--- src/rtl/cpu_sequencer.sv ---
`default_nettype none
// ============================================================================
// Module      : cpu_sequencer
// Description : Instruction decoder and run-control sequencer for the 4-bit
//               accumulator CPU datapath. Decodes instr[7:4] and the carry
//               flag into selector/load controls and gates execution through
//               an IDLE / RUN / STEP / HALT state machine.
// Optional    : SEQ_BREAKPOINT_EN - enables the PC breakpoint comparator and
//               its bp_armed flag. Undefined: bp inputs ignored, bp_hit = 0.
// Ports       : clk, reset (sync, active-high)
//               run (level), step_req (pulse), instr[7:0], cf
//               address[3:0], bp_addr[3:0], bp_valid
//               select_a, select_b, load0..load3, cpu_en, step_ack, bp_hit,
//               halted, state[1:0], instr_count[7:0]
// Revision    : 1.0 - initial release
// ============================================================================
module cpu_sequencer (
  input  logic       clk,
  input  logic       reset,
  input  logic       run,
  input  logic       step_req,
  input  logic [7:0] instr,
  input  logic       cf,
  input  logic [3:0] address,
  input  logic [3:0] bp_addr,
  input  logic       bp_valid,
  output logic       select_a,
  output logic       select_b,
  output logic       load0,
  output logic       load1,
  output logic       load2,
  output logic       load3,
  output logic       cpu_en,
  output logic       step_ack,
  output logic       bp_hit,
  output logic       halted,
  output logic [1:0] state,
  output logic [7:0] instr_count
);

  localparam logic [1:0] ST_IDLE = 2'b00;
  localparam logic [1:0] ST_RUN  = 2'b01;
  localparam logic [1:0] ST_STEP = 2'b10;
  localparam logic [1:0] ST_HALT = 2'b11;

  localparam logic [3:0] OP_HLT  = 4'b1000;

  logic [1:0] state_q, state_d;
  logic [7:0] count_q, count_d;
  logic [3:0] opcode;
  logic       is_hlt;
  logic       bp_stop;
  logic [1:0] sel_dec;   // {select_b, select_a}
  logic [3:0] dest_dec;  // one-hot {PC, C, B, A}

  assign opcode = instr[7:4];
  assign is_hlt = (opcode == OP_HLT);

  // Opcode decode; unlisted opcodes are NOPs that still commit.
  always_comb begin
    sel_dec  = 2'b00;
    dest_dec = 4'b0000;
    case (opcode)
      4'b0000: begin sel_dec = 2'b00; dest_dec = 4'b0001; end
      4'b0101: begin sel_dec = 2'b01; dest_dec = 4'b0010; end
      4'b0011: begin sel_dec = 2'b11; dest_dec = 4'b0001; end
      4'b0111: begin sel_dec = 2'b11; dest_dec = 4'b0010; end
      4'b0001: begin sel_dec = 2'b01; dest_dec = 4'b0001; end
      4'b0100: begin sel_dec = 2'b00; dest_dec = 4'b0010; end
      4'b0010: begin sel_dec = 2'b10; dest_dec = 4'b0001; end
      4'b0110: begin sel_dec = 2'b10; dest_dec = 4'b0010; end
      4'b1001: begin sel_dec = 2'b01; dest_dec = 4'b0100; end
      4'b1011: begin sel_dec = 2'b11; dest_dec = 4'b0100; end
      4'b1111: begin sel_dec = 2'b11; dest_dec = 4'b1000; end
      // JNC: jump only when the previous instruction left no carry
      4'b1110: begin sel_dec = 2'b11; dest_dec = {~cf, 3'b000}; end
      default: begin sel_dec = 2'b00; dest_dec = 4'b0000; end
    endcase
  end

`ifdef SEQ_BREAKPOINT_EN
  // Low for the first RUN cycle after any entry, so resuming from a
  // breakpoint executes the instruction that stopped the run.
  logic bp_armed_q;

  always_ff @(posedge clk) begin
    if (reset) begin
      bp_armed_q <= 1'b0;
    end else begin
      bp_armed_q <= (state_q == ST_RUN);
    end
  end

  // HLT takes precedence over a breakpoint at the same address.
  assign bp_stop = !reset && (state_q == ST_RUN) && !is_hlt && bp_valid &&
                   (address == bp_addr) && bp_armed_q;
`else
  logic unused_bp;
  assign unused_bp = ^{address, bp_addr, bp_valid};
  assign bp_stop   = 1'b0;
`endif

  logic unused_imm;
  assign unused_imm = ^instr[3:0];

  // Reset gates every commit-side output so nothing commits in the reset cycle.
  assign cpu_en   = !reset && ((state_q == ST_RUN) || (state_q == ST_STEP)) &&
                    !is_hlt && !bp_stop;
  assign step_ack = !reset && (state_q == ST_STEP);
  assign bp_hit   = bp_stop;
  assign halted   = (state_q == ST_HALT);

  assign {select_b, select_a}        = reset ? 2'b00 : sel_dec;
  assign {load3, load2, load1, load0} = cpu_en ? dest_dec : 4'b0000;

  always_comb begin
    state_d = state_q;
    case (state_q)
      ST_IDLE: begin
        if (run)           state_d = ST_RUN;
        else if (step_req) state_d = ST_STEP;
      end
      ST_RUN: begin
        if (is_hlt)       state_d = ST_HALT;
        else if (bp_stop) state_d = ST_IDLE;
        else if (!run)    state_d = ST_IDLE;
      end
      ST_STEP: begin
        state_d = is_hlt ? ST_HALT : ST_IDLE;
      end
      default: state_d = ST_HALT;
    endcase
  end

  assign count_d = count_q + {7'b0000000, cpu_en};

  always_ff @(posedge clk) begin
    if (reset) begin
      state_q <= ST_IDLE;
      count_q <= 8'h00;
    end else begin
      state_q <= state_d;
      count_q <= count_d;
    end
  end

  assign state       = state_q;
  assign instr_count = count_q;

endmodule
`default_nettype wire

--- config.mk ---
export PLATFORM = sky130hd
export DESIGN_NAME = cpu_sequencer
export DESIGN_NICKNAME = d
export VERILOG_FILES = /design/src/rtl/cpu_sequencer.sv
export SDC_FILE = /design/constraint.sdc
export NUM_CORES = 1
export LEC_CHECK = 0
export BUFFER_PORTS_ARGS = -buffer_cell sky130_fd_sc_hd__buf_2
export CAP_MARGIN = 20
export CORE_MARGIN = 2
export CORE_UTILIZATION = 40
export CTS_CLUSTER_SIZE = 20
export DETAILED_ROUTE_END_ITERATION = 10
export GPL_TIMING_DRIVEN = 0
export PLACE_DENSITY = 0.84
export SYNTH_ARGS = -nofsm -noshare
export SYNTH_HDL_FRONTEND = slang
export SYNTH_SLANG_ARGS = --single-unit
--- constraint.sdc ---
create_clock -name clk -period 2.6 [get_ports clk]
set_clock_uncertainty 0.2 [all_clocks]
set_input_delay 0.26 -clock clk [delete_from_list [all_inputs] [get_ports clk]]
set_output_delay 0.26 -clock clk [all_outputs]
set_load 0.05 [all_outputs]
==> metrics.cfg <==
[hold_path]
whs_path_depth=2
hold_start=reset
hp-class=in -> reg
min_to=instr_count[1]

[logic_synthesis]
syn_inst=73
yosysSeqAreaShare_pct=31.6
syn_avg_cell_area_sq_um=8.67
synth_cell_type_count=32
syn_area_sq_um=633
syn_nets=101
yosysWarnings=0
ys_seq_elements=10

[drt]
met2_length_microns=624
first_pass_iters=4
wirelength_met1_microns=595
drt-initial-drc-count=12
antenna_left=0
vias=637
dr_wl_met3_microns=91
post-route-drc-count=0
routed.top_layer=met4
viasPerCell=5.31
route.final.wire_length_microns=1330
wire_per_inst_microns=11.1

[sta]
fin_crit_sh_pct=89.7
hold_viol_final=0
relSlewSlack_pct=48.6
fin_crit_ps=2330
worst_slack_ps=268
worst_pin_slew_ps=760
fin_setup_tns_ps=0
fmax_ghz=0.429
setup-violations-final=0
rsz0062_at_grt=no
slew_viol_final=0

[layout]
antenna_cells=0
area_growth_pct=32.6
nets=133
final_util_pct=56.4
fill_cells=133
drive_gt1_share_pct=37.5
final_area_sq_um=840

[global_route]
overflow=0
grt_usage_pct=15.1
grt_max_degree=11
grt_pass1_vias=542
antenna_found_initial=0
grt_pass1_wl_microns=2210

[outcome]
status=finished clean

[setup_path]
arrival_ps=2330
r2r_slack_ps=270
setup.worst_path.start_class=register
end_kind=register
timing.rr.start=state[0]
slowest_stage=or3_1
regToRegEndpoint=instr_count[6]
r2r_cells=9
worst_path_most_repeated_cell=ha_1
critPathMaxFanout=6
crit_chain=inv_1, ha_1, nand2b_1, nor2_4, ha_1, ha_1, nand3_1, or3_1, a21oi_1
path_class=reg -> reg
crit_required_ps=2590
slowest_delay_ps=380

[floorplan]
die_x_microns=43.8
initial_core_util_pct=42.5
num_io_pins=42
coreArea_sq_um=1490
die-area_sq_um=1920
dieHeight_microns=43.8
num_rows=14

[pwr]
p_leak_uw=0.000409
ir_drop_v=0.000325
power_density_nw_per_um2=596

[cts]
path_clk_slew_ps=70
cts-buffers-inserted=3
cts_hold_buf=0
cts_max_path_buffers=2
cts.sinks=10
root_buffer=clkbuf_4
cts_tree=yes
cts_setup_buffers=0
insertion_delay_ps=260
ctsHtreeMaxLevel=1
cts_resized=0

[placement]
place_hpwl_microns=1040
pre_cts_slack_ps=284
placed_area_sq_um=803
place_congestion=0.756
io_buffer_count=27

[flow_run]
cap_violations=0

per-stage QoR:
step           hold WS [ps]  total power (uW)  cells
3_3_place_gp            257               362    116
2_1_floorplan           132               323     73
6_report               23.3               500    120
4_1_cts                18.0               505    120
3_5_place_dp            285               365    116
5_1_grt                34.2               528    120
cell families after synthesis:
kind of cell | Yosys count | synth area share [%]
AO/OA/AOI/OAI | 14 | 16.4
AND/OR/NAND/NOR | 32 | 29.6
flip-flops | 10 | 31.6
other | 1 | 0.592
XOR/XNOR | 3 | 4.15
adder cells (fa/ha/maj) | 6 | 11.9
multiplexers | 1 | 1.58
buffers and inverters | 6 | 4.15
routing by layer:
layer / GRT usage [%] / vias up
met1: 19.7 / 282
met3: 2.50 / 2
li1: - / 325
met2: 23.2 / 28
met4: 9.09 / 0
met5: 0 / -
how the worst max path moves through the flow:
| stage | start | endpoint | slack [ps] | depth (start not counted) |
|---|---|---|---|---|
| final | state[0] | instr_count[6] | 270 | 9 |
| after global routing | state[0] | instr_count[6] | 90 | 9 |
| after CTS | state[0] | instr_count[6] | 250 | 9 |
| after detailed placement | instr[5] | instr_count[4] | 280 | 8 |
| after global placement | instr[5] | instr_count[4] | 300 | 8 |
| after floorplan | state[1] | instr_count[6] | 60 | 9 |
area by class of cell:
class                           count  area [sq um]  area share [%]
Timing Repair Buffer               27           135            16.1
Buffer                              2          11.3            1.34
Multi-Input combinational cell     57           414            49.3
Sequential cell                    10           208            24.7
Clock buffer                        4          36.3            4.32
Tap cell                           16          20.0            2.38
Inverter                            4          15.0            1.79
registers in the layout (all words and copies together) (netlist names):
name	count
instr_count	8
state	2
cells in the final DEF, fill, tap and decap left out, drive strengths merged, types with 2 or more instances in the layout:
cell and count:
buf 28, dfxtp 10, nor2 7, ha 6
nor2b 5, nand2 5, clkbuf 5, inv 4
a21oi 4, nand3 3, nor4b 2, nor3b 2
o21ai 2, or3 2, xor2 2
synth_stat cells (all sizes together):
cell type	count	area (sq um)
clkbuf	1	3.75
xor2	2	17.5
ha	6	75.1
a221o	1	10.0
o211ai	1	7.51
or3	2	12.5
o21ai	2	10.0
a31oi	1	6.26
nor3b	2	15.0
buf	1	7.51
a32o	1	11.3
o21a	1	7.51
mux2i	1	10.0
and4b	1	11.3
nand3	3	15.0
a311oi	1	8.76
nand2b	1	6.26
conb	1	3.75
a221oi	1	15.0
a21oi	4	20.0
o31ai	1	7.51
and2b	1	7.51
nand2	5	18.8
or4	1	7.51
nor2	7	26.3
dfxtp	10	200
xnor2	1	8.76
nor2b	5	31.3
or4b	1	13.8
inv	4	15.0
nor4b	2	17.5
nor3	1	5.00
where the power goes:
part           total, uW  internal (uW)  switching [uW]
sequential           175            165            9.67
combinational        188           59.6             128
clock                138           85.0            52.8
worst max-delay path, delay by kind of cell, from the launching register on:
kind	cells	cell delay (ps)
DFF	1	370
buffers and inverters	1	60
and+or+nand+nor	4	730
AOI/OAI and AO/OA	1	140
adders and majority gates	3	750
Note: power is estimated with default switching activity, not from simulation.
